[config.mk]
export PLATFORM = sky130hd
export DESIGN_NAME = scan_select_gen
export DESIGN_NICKNAME = d
export VERILOG_FILES = /design/src/rtl/scan_pkg.sv /design/src/rtl/scan_prescaler.sv /design/src/rtl/scan_select_gen.sv
export SDC_FILE = /design/constraint.sdc
export NUM_CORES = 1
export LEC_CHECK = 0
export ABC_AREA = 0
export BUFFER_PORTS_ARGS = -buffer_cell sky130_fd_sc_hd__buf_4
export CELL_PAD_IN_SITES_DETAIL_PLACEMENT = 0
export CELL_PAD_IN_SITES_GLOBAL_PLACEMENT = 2
export CORE_MARGIN = 2
export CORE_UTILIZATION = 35
export DETAILED_ROUTE_END_ITERATION = 10
export GPL_ROUTABILITY_DRIVEN = 0
export PLACE_DENSITY = 0.93
export SYNTH_ARGS = -nofsm -noshare
export SYNTH_HDL_FRONTEND = slang
export SYNTH_SLANG_ARGS = --single-unit
[constraint.sdc]
create_clock -name clk_i -period 10.5 [get_ports clk_i]
set_input_delay 0.525 -clock clk_i [delete_from_list [all_inputs] [get_ports clk_i]]
set_output_delay 0.525 -clock clk_i [all_outputs]
set_load 0.01 [all_outputs]
[src/rtl/scan_pkg.sv]
// Shared constants and types for the scan select generator.
package scan_pkg;

  localparam int IDX_W   = 3;
  localparam int NUM_SEL = 8;

  typedef enum logic {
    IDLE = 1'b0,
    RUN  = 1'b1
  } state_e;

  localparam logic MODE_AUTO = 1'b0;
  localparam logic MODE_STEP = 1'b1;

  localparam logic DIR_UP   = 1'b0;
  localparam logic DIR_DOWN = 1'b1;

endpackage

[src/rtl/scan_prescaler.sv]
// Programmable tick prescaler: counts 0..div_i and flags the terminal cycle.
// The compare is against the live div_i, so a new divide value is picked up
// at the next compare; ">=" keeps a shrinking div_i from overrunning the count.
module scan_prescaler #(
  parameter int DIV_W = 16
) (
  input  logic             clk_i,
  input  logic             rst_i,
  input  logic             clr_i,
  input  logic             en_i,
  input  logic [DIV_W-1:0] div_i,
  output logic             tick_o
);

  logic [DIV_W-1:0] cnt_q;
  logic [DIV_W-1:0] cnt_d;

  // Terminal-count compare and next count value.
  always_comb begin
    tick_o = en_i && (cnt_q >= div_i);
    cnt_d  = cnt_q;
    if (clr_i || !en_i) begin
      cnt_d = '0;
    end else if (tick_o) begin
      cnt_d = '0;
    end else begin
      cnt_d = cnt_q + 1'b1;
    end
  end

  // Count register.
  always_ff @(posedge clk_i or posedge rst_i) begin
    if (rst_i) begin
      cnt_q <= '0;
    end else begin
      cnt_q <= cnt_d;
    end
  end

endmodule

[src/rtl/scan_select_gen.sv]
// One-of-eight select index generator for the downstream 3-to-8 decoder.
// Steps the index through enabled positions either on prescaler ticks (AUTO)
// or once per rising edge of step_req_i (STEP), in the selected direction.
//
//   state | meaning
//   ------+-------------------------------------------------------------
//   IDLE  | disabled or nothing enabled; index frozen, prescaler cleared
//   RUN   | advancing on tick (AUTO) or step_req rising edge (STEP)
module scan_select_gen
  import scan_pkg::*;
#(
  parameter int DIV_W = 16
) (
  input  logic             clk_i,
  input  logic             rst_i,
  input  logic             en_i,
  input  logic             mode_i,
  input  logic             dir_i,
  input  logic [DIV_W-1:0] div_i,
  input  logic [7:0]       mask_i,
  input  logic             load_i,
  input  logic [2:0]       load_idx_i,
  input  logic             step_req_i,
  output logic             step_ack_o,
  output logic [2:0]       s_o,
  output logic             s_valid_o,
  output logic             wrap_o,
  output logic             tick_o
);

  state_e           state_q, state_d;
  logic [IDX_W-1:0] s_q, s_d;
  logic             s_valid_q, s_valid_d;
  logic             wrap_q, wrap_d;
  logic             ack_q, ack_d;
  logic             req_q;

  logic             presc_en;
  logic             tick;
  logic             step_edge;
  logic             run_en;
  logic             adv;

  logic             found;
  logic [IDX_W-1:0] nxt_idx;
  logic             nxt_wrap;
  logic [IDX_W-1:0] cand;

  assign run_en    = (state_q == RUN) && en_i;
  assign presc_en  = run_en && (mode_i == MODE_AUTO);
  assign step_edge = step_req_i && !req_q;

  scan_prescaler #(
    .DIV_W (DIV_W)
  ) u_prescaler (
    .clk_i  (clk_i),
    .rst_i  (rst_i),
    .clr_i  (load_i),
    .en_i   (presc_en),
    .div_i  (div_i),
    .tick_o (tick)
  );

  // First enabled index strictly after s_q in the travel direction; offset 8
  // lands back on s_q itself, which is how the single-enabled case wraps.
  always_comb begin
    found    = 1'b0;
    nxt_idx  = s_q;
    nxt_wrap = 1'b0;
    cand     = s_q;
    for (int k = 1; k <= NUM_SEL; k++) begin
      if (!found) begin
        cand = (dir_i == DIR_DOWN) ? (s_q - k[IDX_W-1:0]) : (s_q + k[IDX_W-1:0]);
        if (mask_i[cand]) begin
          found    = 1'b1;
          nxt_idx  = cand;
          nxt_wrap = (dir_i == DIR_DOWN) ? (k > int'(s_q))
                                         : ((int'(s_q) + k) >= NUM_SEL);
        end
      end
    end
  end

  assign adv = run_en && found &&
               ((mode_i == MODE_AUTO) ? tick : step_edge);

  // Next state, load/advance mux and registered output values.
  always_comb begin
    state_d   = state_q;
    s_d       = s_q;
    wrap_d    = 1'b0;
    ack_d     = 1'b0;
    s_valid_d = 1'b0;

    case (state_q)
      IDLE: if (en_i && (mask_i != 8'h00)) state_d = RUN;
      RUN:  if (!en_i || (mask_i == 8'h00)) state_d = IDLE;
      default: state_d = IDLE;
    endcase

    if (en_i && load_i) begin
      s_d = load_idx_i;
    end else if (adv) begin
      s_d    = nxt_idx;
      wrap_d = nxt_wrap;
      ack_d  = (mode_i == MODE_STEP);
    end

    s_valid_d = en_i && mask_i[s_d];
  end

  // State and output registers.
  always_ff @(posedge clk_i or posedge rst_i) begin
    if (rst_i) begin
      state_q   <= IDLE;
      s_q       <= '0;
      s_valid_q <= 1'b0;
      wrap_q    <= 1'b0;
      ack_q     <= 1'b0;
      req_q     <= 1'b0;
    end else begin
      state_q   <= state_d;
      s_q       <= s_d;
      s_valid_q <= s_valid_d;
      wrap_q    <= wrap_d;
      ack_q     <= ack_d;
      req_q     <= step_req_i;
    end
  end

  assign s_o        = s_q;
  assign s_valid_o  = s_valid_q;
  assign wrap_o     = wrap_q;
  assign step_ack_o = ack_q;
  assign tick_o     = tick;

endmodule

==> metrics.log, run 1 <==
[metrics] largest net degree at the start of global routing: 25
[metrics] share of the synthesized area in the top cell type: 22.75%
[metrics] Crit path top cell by count: sky130_fd_sc_hd__mux2i_1
[metrics] dominant cell type by area after synthesis: sky130_fd_sc_hd__dfrtp_1
[metrics] die boundary height: between 90 and 100 µm
[metrics] cts hold-fix bufs: 0
[metrics] pin slew with the least headroom to its limit: between 0.9 and 1 ns
[metrics] Max transition margin: 36.52%
[metrics] placed wire-length estimate after detailed placement: 5226 µm
[metrics] Buf/Inv on CP: 1
[metrics] critical path's slowest cell: sky130_fd_sc_hd__dfrtp_1
[metrics] first-pass detailed-route iteration total: 5
[metrics] post-synthesis sequential area ratio: around 23%
[metrics] total number of vias: 2403
[metrics] synth top area cells: sky130_fd_sc_hd__dfrtp_1 (23%), sky130_fd_sc_hd__ha_1 (12%), sky130_fd_sc_hd__mux2i_1 (7.2%), sky130_fd_sc_hd__nor2_1 (5.1%), sky130_fd_sc_hd__mux4_2 (5.1%)
[metrics] Post-Synthesis Mean Instance Area: 8.435 µm²
[metrics] setup repair after global routing missed its margin: no
[metrics] Cells after Synth: 313
[metrics] highest routed layer: met4
[metrics] clock tree from TritonCTS: yes
[metrics] antenna violation net count after detailed routing: 0
[metrics] post-synth net total: around 370
[metrics] Port-buffer cells: 40
[metrics] Clock Root Buffer: sky130_fd_sc_hd__clkbuf_8
[metrics] part of the cycle the worst path needs: around 44%
[metrics] number of distinct library cell variants in the gate-level netlist after synthesis: 52
[metrics] setup tns final: 0 ns
[metrics] P_leak: 1.429 nW
[metrics] maximum net fanout on the critical path: 15
[metrics] worst min-delay path category: in -> reg
[metrics] starting utilization of the core area: 36.20%
[metrics] delay-heaviest family, CP: multiplexers
[metrics] max-cap violations: 0
[metrics] antenna diode instance count: 0
[metrics] iteration-0 DRC count of the detailed router: 131
[metrics] area of the core: 7292 µm²
[metrics] global-route wire length before repair: 11050 µm
[metrics] met3 wirelength from detailed routing: 346 µm
[metrics] max-slew violation count: 0
[metrics] most common library cell in the layout ignoring fill and taps: sky130_fd_sc_hd__buf_4
[metrics] power density of the placed cells: 209.0 nW/µm²
[metrics] share of final-layout standard cells stronger than drive strength 1: 18.16%
[metrics] die outline area: 8254 µm²
[metrics] clk_lat worst skew: around 0.27 ns
[metrics] Horiz. Die Dim: around 91 µm
[metrics] run status: finished clean
[metrics] met2 routed wirelength: between 2000 and 3000 µm
[metrics] data arrival at the endpoint of the critical path: 4.78 ns
[metrics] Hold Vio Cnt, Final: 0
[metrics] Ports: 41
[metrics] via/cell ratio: approximately 5.4
[metrics] cell chain of the critical path: clkinv_1 > ha_1 > xor2_2 > mux2i_1 > mux2i_1 > o221ai_1 > and3_1 > a41o_1 > or3_1 > mux2_4 > mux2i_1 > o2bb2ai_1
[metrics] number of flops mapped to enable cells by yosys: 0
[metrics] async set-reset flop share out of synthesis: 100.0%
[metrics] number of antenna violations at the first check in global routing: 0
[metrics] quantity of gates resized following cts: 0
[metrics] final-report setup violation count: 0
[metrics] Clock Path Buffers: 2
[metrics] yosys synthesis warning count: 0
[metrics] aggregate global routing overflow: 0
[metrics] Total Routing Usage GR: 16.14%
[metrics] critical path endpoint category: flip-flop
[metrics] post-CTS repair timing setup buffer count: 0
[metrics] flip-flop and latch count after synthesis: 24
[metrics] most frequent cells in the layout: sky130_fd_sc_hd__buf_4 (40), sky130_fd_sc_hd__nor2_1 (36), sky130_fd_sc_hd__nand2_1 (29), sky130_fd_sc_hd__inv_1 (26), sky130_fd_sc_hd__ha_1 (26)
[metrics] Max rail drop VDD: 0.1631 mV
[metrics] Non-Filler Cell Area, Final: around 3000 µm²
[metrics] H-tree levels: 1
[metrics] post-route clock skew: slightly below 0.005 ns
[metrics] peak per-stage delay on the critical path: a little over 0.7 ns
[metrics] number of standard-cell rows in the floorplan: 31
[metrics] achievable clock frequency: 216.4 MHz
[metrics] Worst-path clk slew: roughly 0.08 ns
[metrics] vias in the first global route: ~2200
[metrics] post-layout minimum cycle time: between 4 and 5 ns
[metrics] Crit Path Class: reg -> reg
[metrics] slack of the worst reg-to-reg path: 5.88 ns
[metrics] routed wirelength normalized by instance count: around 15 µm
[metrics] top flip-flop cell by instance count after synthesis: sky130_fd_sc_hd__dfrtp_1
[metrics] CTS Buf Count: 3
[metrics] required time at the worst-slack endpoint: 10.66 ns
[metrics] overall routed net length: 6587 µm
[metrics] residual DRC count: 0
[metrics] crit path launch type: flip-flop
[metrics] clock sinks: 24
[metrics] area growth from synthesis to layout: 16.26%
[metrics] fin nets: 408
[metrics] placed instance area: around 3000 µm²
[metrics] Met1 Routed Length: 3253 µm
[metrics] area of the mapped netlist: 2640 µm²
path summary, 6_finish.rpt:
check                                       from                    end  depth (start not counted)
setup / recovery                          s_o[1]              s_valid_o                         12
hold / removal                        step_req_i                  req_q                          1
setup reg to reg                          s_o[1]              s_valid_o                         12
hold reg to reg            u_prescaler.cnt_q[15]  u_prescaler.cnt_q[15]                          2
max in group asynchronous                  rst_i   u_prescaler.cnt_q[5]                          2
min in group asynchronous                  rst_i  u_prescaler.cnt_q[13]                          2
cell usage after synthesis, drive strengths merged (5+ instances only):
cell and number:
nor2 36, nand2 29, ha 26, inv 26
dfrtp 24, mux2i 20, a21oi 15, o21ai 15
nand3 14, xor2 13, xnor2 8, mux2 7
and3 6, clkbuf 6, mux4 6, nand4 6
o211ai 5
final cells by class:
class	instances	area, µm²
clock buffer	4	55.05
multi-input combinational	252	1888
fill	774	4223
tap	99	123.9
inverter	27	101.3
sequential	24	600.6
timing repair buffer	40	300.3
cells by family (layout without fill, tap and decap cells):
logic type / after synthesis / after routing / synth area share, %
buffers and inverters: 37 / 71 / 5.734
DFF: 24 / 24 / 22.75
muxes: 33 / 33 / 16.11
AOI/OAI and AO/OA: 64 / 64 / 16.40
and+or+nand+nor: 108 / 108 / 19.43
xor gates and xnor gates: 21 / 21 / 7.251
adders and majority gates: 26 / 26 / 12.32
flip-flops by register name, summed over array words and instances, names as in the netlist:
| register | flops |
|---|---|
| u_prescaler.cnt_q | 16 |
| s_o | 3 |
| req_q | 1 |
| s_valid_o | 1 |
| state_q | 1 |
| step_ack_o | 1 |
| wrap_o | 1 |
layer usage:
| layer | track usage (%) | up-vias |
|---|---|---|
| li1 | - | 1202 |
| met1 | 24.00 | 1125 |
| met2 | 25.19 | 67 |
| met3 | 2.087 | 9 |
| met4 | 3.030 | 0 |
| met5 | 0 | - |
per-stage QoR:
| step | instances | setup WS (ns) | util, % | power, mW | hold WS, ns |
|---|---|---|---|---|---|
| final | 446 | 5.879 | 42.09 | 0.6414 | 0.3697 |
| after global routing | 446 | 5.488 | 42.09 | 0.6879 | 0.3577 |
| after CTS | 446 | 5.895 | 42.09 | 0.6365 | 0.3599 |
| after detailed placement | 442 | 5.953 | 41.33 | 0.5702 | 0.5341 |
| after global placement | 442 | 6.168 | 41.33 | 0.5746 | 0.5293 |
| after floorplan | 313 | 6.410 | - | 0.4666 | 0.5085 |
power breakdown:
part | internal [mW] | leakage (nW) | switching, mW
Combinational | 0.194 | 1.08 | 0.258
Sequential | 0.0987 | 0.322 | 0.0279
Clock | 0.0335 | 0.0288 | 0.0292
No activity file was read; power rests on OpenSTA's default activity.
==> run 2, diff against run 1 <==
- ABC_AREA: 0 -> 1
- CORE_UTILIZATION: 35 -> 31
- PLACE_DENSITY: 0.93 -> 0.91
- clock period: 10.5 -> 4.75 ns (I/O delays scaled with it)
==> run 2 against run 1 <==
Against the previous run:
- via count increased by 18%
- clock power increased to 2.9 times the previous value
- die area increased by 21%
- sequential share of layout area decreased by 1.3 points
- synthesized area increased by 7.9%
- cell count increased by 33%
- critical path depth increased by 11
- maximum frequency increased by 38%
- critical path type unchanged
- critical endpoint unchanged
==> metrics.log, run 2 <==
[metrics] setup slack of the critical path after layout: 1.409 ns
[metrics] residual DRC count: 0
[metrics] antenna violation net count after detailed routing: 0
[metrics] most common library cell in the layout ignoring fill and taps: sky130_fd_sc_hd__nand2_1
[metrics] number of antenna violations at the first check in global routing: 0
[metrics] max reg flops: 16
[metrics] total power of the final layout: 882.3 µW
[metrics] post-route clock skew: 0.003799 ns
[metrics] clock sinks: 24
[metrics] placed wire-length estimate after detailed placement: 6238 µm
[metrics] global-route wire length before repair: 13290 µm
[metrics] via/cell ratio: 4.796
[metrics] data arrival at the endpoint of the critical path: 3.51 ns
[metrics] post-layout minimum cycle time: 3.341 ns
[metrics] Cells after Synth: 446
[metrics] cell count after placement: roughly 600
[metrics] setup repair after global routing missed its margin: no
[metrics] synth top area cells: sky130_fd_sc_hd__dfrtp_1 (21%), sky130_fd_sc_hd__nand2_1 (19%), sky130_fd_sc_hd__ha_1 (11%), sky130_fd_sc_hd__nand3_1 (9.0%), sky130_fd_sc_hd__inv_1 (8.6%)
[metrics] setup tns final: 0 ns
[metrics] share of final-layout standard cells stronger than drive strength 1: 17.32%
[metrics] pin slew with the least headroom to its limit: roughly 0.95 ns
[metrics] Horiz. Die Dim: ~100 µm
[metrics] Logic pwr share: 54.1%
[metrics] achievable clock frequency: 299.3 MHz
[metrics] sequential power share: 25.4%
[metrics] iteration-0 DRC count of the detailed router: 126
[metrics] Hold Vio Cnt, Final: 0
[metrics] power density of the placed cells: around 270 nW/µm²
[metrics] final standard cell count with taps included and fillers excluded: 593
[metrics] largest net degree at the start of global routing: 25
[metrics] quantity of gates resized following cts: 0
[metrics] CTS Buf Count: 3
[metrics] aggregate global routing overflow: 0
[metrics] most frequent cells in the layout: sky130_fd_sc_hd__nand2_1 (148), sky130_fd_sc_hd__inv_1 (65), sky130_fd_sc_hd__nand3_1 (51), sky130_fd_sc_hd__buf_4 (41), sky130_fd_sc_hd__nor2_1 (34)
[metrics] post-CTS repair timing setup buffer count: 0
[metrics] P_leak: 1.809 nW
[metrics] run status: finished clean
[metrics] number of distinct library cell variants in the gate-level netlist after synthesis: 40
[metrics] routed wirelength normalized by instance count: 12.63 µm
[metrics] die outline area: 9973 µm²
[metrics] Ports: 41
[metrics] Worst-path clk slew: 0.09 ns
[metrics] Clock Path Buffers: 2
[metrics] overall routed net length: between 7000 and 8000 µm
[metrics] starting utilization of the core area: 32.35%
[metrics] register with the most flip-flops: u_prescaler.cnt_q
[metrics] H-tree levels: 1
[metrics] area growth from synthesis to layout: 15.63%
[metrics] area of the multi-input gates: 1899 µm²
[metrics] end-of-flow core utilization: 37.41%
[metrics] Max transition margin: 36.79%
[metrics] post-synth net total: between 500 and 600
[metrics] max-slew violation count: 0
[metrics] area of the core: between 8000 and 9000 µm²
[metrics] number of flops mapped to enable cells by yosys: 0
[metrics] crit path launch type: flip-flop
[metrics] top flip-flop cell by instance count after synthesis: sky130_fd_sc_hd__dfrtp_1
[metrics] clk_lat worst skew: 0.27 ns
[metrics] yosys synthesis warning count: 0
[metrics] relative contribution of the clock network to total power: 20.5%
[metrics] vias in the first global route: 2917
[metrics] critical path endpoint category: flip-flop
[metrics] Port-buffer cells: 40
[metrics] fillers: a little under 1000
[metrics] clock tree from TritonCTS: yes
[metrics] number of standard-cell rows in the floorplan: 34
[metrics] maximum net fanout on the critical path: 11
[metrics] fin nets: 546
[metrics] Psw: between 300 and 400 µW
[metrics] antenna diode instance count: 0
[metrics] total number of vias: 2844
[metrics] worst setup slack after placement: 1.449 ns
[metrics] Cell Int Power: 482.4 µW
[metrics] final-report setup violation count: 0
[metrics] Total Routing Usage GR: approximately 16%
[metrics] part of the cycle the worst path needs: about 70%
[metrics] share of the synthesized area in the top cell type: 21.08%
[metrics] first-pass detailed-route iteration total: 5
[metrics] max-cap violations: 0
[metrics] Max rail drop VDD: 0.1270 mV
[metrics] top post-synthesis cells by count: sky130_fd_sc_hd__nand2_1 (148), sky130_fd_sc_hd__inv_1 (65), sky130_fd_sc_hd__nand3_1 (51)
[metrics] area of the mapped netlist: 2849 µm²
[metrics] post-synthesis sequential area ratio: 21.08%
[metrics] Clock Root Buffer: sky130_fd_sc_hd__clkbuf_8
[metrics] Net Sw Frac: 45.32%
[metrics] Post-Synthesis Mean Instance Area: 6.388 µm²
[metrics] flip-flop and latch count after synthesis: 24
[metrics] async set-reset flop share out of synthesis: 100.0%
[metrics] most repeated cell in the gate-level netlist after synthesis: sky130_fd_sc_hd__nand2_1
[metrics] area taken by flip-flops and latches: 600.6 µm²
[metrics] dominant cell type by area after synthesis: sky130_fd_sc_hd__dfrtp_1
[metrics] die boundary height: 99.87 µm
[metrics] cts hold-fix bufs: 0
[metrics] required time at the worst-slack endpoint: 4.92 ns
[metrics] Crit Path Class: reg -> reg
[metrics] worst min-delay path category: in -> reg
==> run 2: cell count changes in the layout (fill, tap and decap cells not counted), moves of 8 or more <==
cell,delta
sky130_fd_sc_hd__mux2i_1,-19
sky130_fd_sc_hd__nand2_2,+8
sky130_fd_sc_hd__nand3_2,+8
sky130_fd_sc_hd__inv_1,+39
sky130_fd_sc_hd__xor2_1,-11
sky130_fd_sc_hd__nand2_1,+119
sky130_fd_sc_hd__nand3_1,+37
==> run 2: path summary, 6_finish.rpt <==
kind                                           start                   end  slack (ns)  depth (start not counted)
max in group asynchronous                      rst_i                 req_q        3.99                          2
min in group asynchronous                      rst_i             s_valid_o        0.18                          2
worst min register to register  u_prescaler.cnt_q[0]  u_prescaler.cnt_q[0]        0.49                          1
worst max-delay path                          s_o[1]             s_valid_o        1.41                         23
worst min-delay path                      step_req_i                 req_q        0.09                          1
worst max register to register                s_o[1]             s_valid_o        1.41                         23
==> run 2: logic make-up after synthesis <==
kind of cell / after synthesis / share of synthesized area (%)
DFF: 24 / 21.08
AOI/OAI and AO/OA: 30 / 6.105
and+or+nand+nor: 286 / 48.53
xor gates and xnor gates: 2 / 0.6150
buffers and inverters: 78 / 12.25
adders and majority gates: 26 / 11.42
==> run 2: worst max-delay path: stages, from the launching register on <==
cell                      delay, ns
sky130_fd_sc_hd__dfrtp_1       0.67
sky130_fd_sc_hd__inv_2         0.21
sky130_fd_sc_hd__ha_1          0.37
sky130_fd_sc_hd__inv_1         0.07
sky130_fd_sc_hd__nand2_1       0.07
sky130_fd_sc_hd__nand2_2       0.12
sky130_fd_sc_hd__nand2_1       0.08
sky130_fd_sc_hd__nand2_1       0.09
sky130_fd_sc_hd__nand2_1       0.08
sky130_fd_sc_hd__nand2_1       0.15
sky130_fd_sc_hd__nor2_4        0.17
sky130_fd_sc_hd__nand3_2       0.08
sky130_fd_sc_hd__nor2_2        0.14
sky130_fd_sc_hd__nand3_2       0.10
sky130_fd_sc_hd__nand3_2       0.11
sky130_fd_sc_hd__inv_1         0.08
sky130_fd_sc_hd__nand3_2       0.06
sky130_fd_sc_hd__nand3_2       0.12
sky130_fd_sc_hd__nand2_2       0.14
sky130_fd_sc_hd__nand2_1       0.07
sky130_fd_sc_hd__nand3_1       0.08
sky130_fd_sc_hd__nand3_1       0.06
sky130_fd_sc_hd__nand2_1       0.06
sky130_fd_sc_hd__nor2_1        0.04
==> run 2: layout make-up <==
cell class	count	area share [%]
Tap cell	108	4.102
Timing Repair Buffer	41	9.343
Multi-Input combinational cell	344	57.65
Clock buffer	3	1.253
Clock inverter	1	0.9115
Inverter	72	8.507
Sequential cell	24	18.23
==> run 2: metal layers <==
metal	track usage, %	routed length (µm)	vias to the layer above
li1	-	-	1504
met5	0	0	-
met1	20.71	3493	1295
met4	3.583	110	0
met2	29.31	3717	37
met3	1.253	165	8
==> run 2: per-stage QoR <==
stage	hold slack, ns	instance area [µm²]
4_1_cts	0.08471	3294
3_5_place_dp	0.3682	3223
5_1_grt	0.07980	3294
2_1_floorplan	0.2521	2849
3_3_place_gp	0.3704	3223
6_report	0.09476	3294
==> run 2: power groups by stage <==
| stage | combinational (mW) | sequential (mW) | clock (mW) |
|---|---|---|---|
| floorplan | 0.365 | 0.227 | 0 |
| global placement | 0.478 | 0.228 | 0 |
| detailed placement | 0.478 | 0.229 | 0 |
| CTS | 0.479 | 0.224 | 0.188 |
| global route | 0.546 | 0.226 | 0.195 |
| finish | 0.477 | 0.224 | 0.181 |
==> run 3, diff against run 2 <==
- CORE_UTILIZATION: 31 -> 28
- PLACE_DENSITY: 0.91 -> 0.87
- clock period: 4.75 -> 3 ns (I/O delays scaled with it)
==> run 3 against run 2 <==
Against the previous run:
- register-to-register slack lost 1.1 ns
- clock power grew 57%
- maximum frequency grew 23%
- non-clock buffer count grew 7
- routed wire length grew 4.5%
- critical path depth shrank 2
- cell count grew 5.4%
- clock skew grew 0.0045 ns
- sequential power grew 54%
- via count grew 1.9%
- first-iteration DRC count shrank 8.7%
- power grew 64%
- critical path type unchanged
- highest routed layer unchanged
==> metrics.log, run 3 (same netlist as run 2, synthesis figures left out) <==
[metrics] area of the core: 9819 µm²
[metrics] Clock Root Buffer: sky130_fd_sc_hd__clkbuf_8
[metrics] most common library cell in the layout ignoring fill and taps: sky130_fd_sc_hd__nand2_1
[metrics] routed wirelength normalized by instance count: about 13 µm
[metrics] Crit Path Class: reg -> reg
[metrics] CTS Buf Count: 3
[metrics] largest net degree at the start of global routing: 25
[metrics] iteration-0 DRC count of the detailed router: between 100 and 150
[metrics] run status: finished clean
[metrics] die boundary height: 104.9 µm
[metrics] antenna violation net count after detailed routing: 0
[metrics] number of standard-cell rows in the floorplan: 36
[metrics] total power of the final layout: 1.445 mW
[metrics] met2 routed wirelength: between 3000 and 4000 µm
[metrics] post-layout minimum cycle time: 2.726 ns
[metrics] number of antenna violations at the first check in global routing: 0
[metrics] vias in the first global route: 2675
[metrics] slack of the worst reg-to-reg path: about 0.27 ns
[metrics] crit path launch type: flip-flop
[metrics] Clock Path Buffers: 2
[metrics] Total Routing Usage GR: 14.21%
[metrics] first-pass detailed-route iteration total: 4
[metrics] met3 wirelength from detailed routing: 189 µm
[metrics] clk_lat worst skew: roughly 0.27 ns
[metrics] fillers: about 1100
[metrics] Max transition margin: 37.23%
[metrics] register with the most flip-flops: u_prescaler.cnt_q
[metrics] Hold Vio Cnt, Final: 0
[metrics] Ports: 41
[metrics] placed instance area: about 3300 µm²
[metrics] aggregate global routing overflow: 0
[metrics] most frequent cells in the layout: sky130_fd_sc_hd__nand2_1 (143), sky130_fd_sc_hd__inv_1 (65), sky130_fd_sc_hd__nand3_1 (51), sky130_fd_sc_hd__buf_4 (47), sky130_fd_sc_hd__nor2_1 (34)
[metrics] placed wire-length estimate after detailed placement: 6491 µm
[metrics] post-route clock skew: 0.008343 ns
[metrics] highest routed layer: met4
[metrics] depth of the most critical reg-to-reg path: 21
[metrics] achievable clock frequency: approximately 370 MHz
[metrics] clock tree from TritonCTS: yes
[metrics] worst setup slack after placement: 0.1707 ns
[metrics] clock sinks: 24
[metrics] residual DRC count: 0
[metrics] data arrival at the endpoint of the critical path: 2.89 ns
[metrics] Worst-path clk slew: 0.09 ns
[metrics] total number of vias: 2897
[metrics] required time at the worst-slack endpoint: 3.16 ns
[metrics] pin slew with the least headroom to its limit: ~0.94 ns
[metrics] Horiz. Die Dim: around 100 µm
[metrics] max-slew violation count: 0
[metrics] maximum net fanout on the critical path: 6
[metrics] final standard cell count with taps included and fillers excluded: between 600 and 700
[metrics] Port-buffer cells: 40
[metrics] end-of-flow core utilization: 34.84%
[metrics] antenna diode instance count: 0
[metrics] fin nets: between 500 and 600
[metrics] die outline area: 11000 µm²
[metrics] Met1 Routed Length: 3794 µm
[metrics] setup slack of the critical path after layout: around 0.27 ns
[metrics] final-report setup violation count: 0
[metrics] max-cap violations: 0
[metrics] worst min-delay path category: in -> async
[metrics] share of final-layout standard cells stronger than drive strength 1: 19.92%
[metrics] critical path endpoint category: flip-flop
[metrics] max reg flops: 16
[metrics] Max rail drop VDD: 0.2021 mV
[metrics] part of the cycle the worst path needs: between 90% and 100%
[metrics] area growth from synthesis to layout: 20.07%
[metrics] worst reg2reg path endpoint: s_valid_o
[metrics] Non-Filler Cell Area, Final: 3421 µm²
[metrics] via/cell ratio: 4.635
[metrics] overall routed net length: 7825 µm
[metrics] starting utilization of the core area: between 20% and 30%
[metrics] cell count after placement: roughly 620
[metrics] power density of the placed cells: ~420 nW/µm²
[metrics] P_leak: 1.846 nW
[metrics] H-tree levels: 1
[metrics] RR Startpoint: s_o[0]
[metrics] global-route wire length before repair: 12770 µm
run 3: cell count changes in the layout (fill, tap and decap cells not counted), moves of 2 or more:
| cell | previous run | this run |
|---|---|---|
| sky130_fd_sc_hd__buf_4 | 41 | 47 |
| sky130_fd_sc_hd__nand2_2 | 8 | 11 |
| sky130_fd_sc_hd__nand2_4 | 6 | 8 |
| sky130_fd_sc_hd__nand2_1 | 148 | 143 |
run 3: final cells by class:
class	instances	area, µm²	area share, %
Inverter	72	282.8	8.266
Sequential cell	24	601.8	17.59
Multi-Input combinational cell	344	1936	56.58
Clock inverter	1	30.03	0.8778
Timing Repair Buffer	48	362.8	10.61
Tap cell	133	166.4	4.865
Clock buffer	3	41.29	1.207
run 3: how the worst max path moves through the flow:
stage | from | endpoint | slack, ns
after detailed placement | s_o[0] | s_valid_o | 0.17
after global routing | s_o[1] | s_valid_o | -0.00005
after CTS | s_o[0] | s_valid_o | 0.15
after global placement | s_o[0] | s_valid_o | 0.19
final | s_o[0] | s_valid_o | 0.27
after floorplan | s_o[1] | s_valid_o | 0.25
run 3: what timing repair did:
| action | 4_1_cts | 5_1_grt |
|---|---|---|
| buffers inserted | 0 | 1 |
| hold endpoints to repair | 0 | 1 |
| gates resized for setup | 0 | 12 |
| endpoints found under the setup margin | 0 | 1 |
| hold buffers | 0 | 1 |
run 3: power breakdown:
group          switching (mW)  internal (mW)
clock network           0.105          0.178
logic                   0.538          0.278
registers              0.0109          0.335
total                   0.654          0.791
run 3: layer usage:
layer  global-route usage (%)  up-vias
li1                         -     1523
met1                    19.57     1324
met2                    24.21       46
met3                    1.310        4
met4                    2.857        0
met5                        0        -
run 3: stage by stage:
step,TNS [ns],hold slack [ns]
6_report,0,0.09267
5_1_grt,-0.00004996,0.1310
4_1_cts,0,0.003946
3_5_place_dp,0,0.2835
3_3_place_gp,0,0.2831
2_1_floorplan,0,0.1646
run 3: worst max-delay path, cell delays in order, from the launching register on:
cell and delay, ns:
sky130_fd_sc_hd__dfrtp_2 0.44, sky130_fd_sc_hd__buf_4 0.19, sky130_fd_sc_hd__ha_2 0.22, sky130_fd_sc_hd__inv_1 0.06, sky130_fd_sc_hd__nand2_1 0.07, sky130_fd_sc_hd__nand3_1 0.07
sky130_fd_sc_hd__nand2_1 0.15, sky130_fd_sc_hd__nand2_1 0.11, sky130_fd_sc_hd__nand2_4 0.12, sky130_fd_sc_hd__nand2_4 0.07, sky130_fd_sc_hd__nor2_8 0.11, sky130_fd_sc_hd__nand4_4 0.10
sky130_fd_sc_hd__nor2_4 0.15, sky130_fd_sc_hd__nor2_1 0.07, sky130_fd_sc_hd__o21ai_2 0.17, sky130_fd_sc_hd__nand3_4 0.12, sky130_fd_sc_hd__nand2_4 0.11, sky130_fd_sc_hd__nand2_1 0.05
sky130_fd_sc_hd__nand3_1 0.08, sky130_fd_sc_hd__nand3_1 0.07, sky130_fd_sc_hd__nand2_1 0.06, sky130_fd_sc_hd__nor2_1 0.03
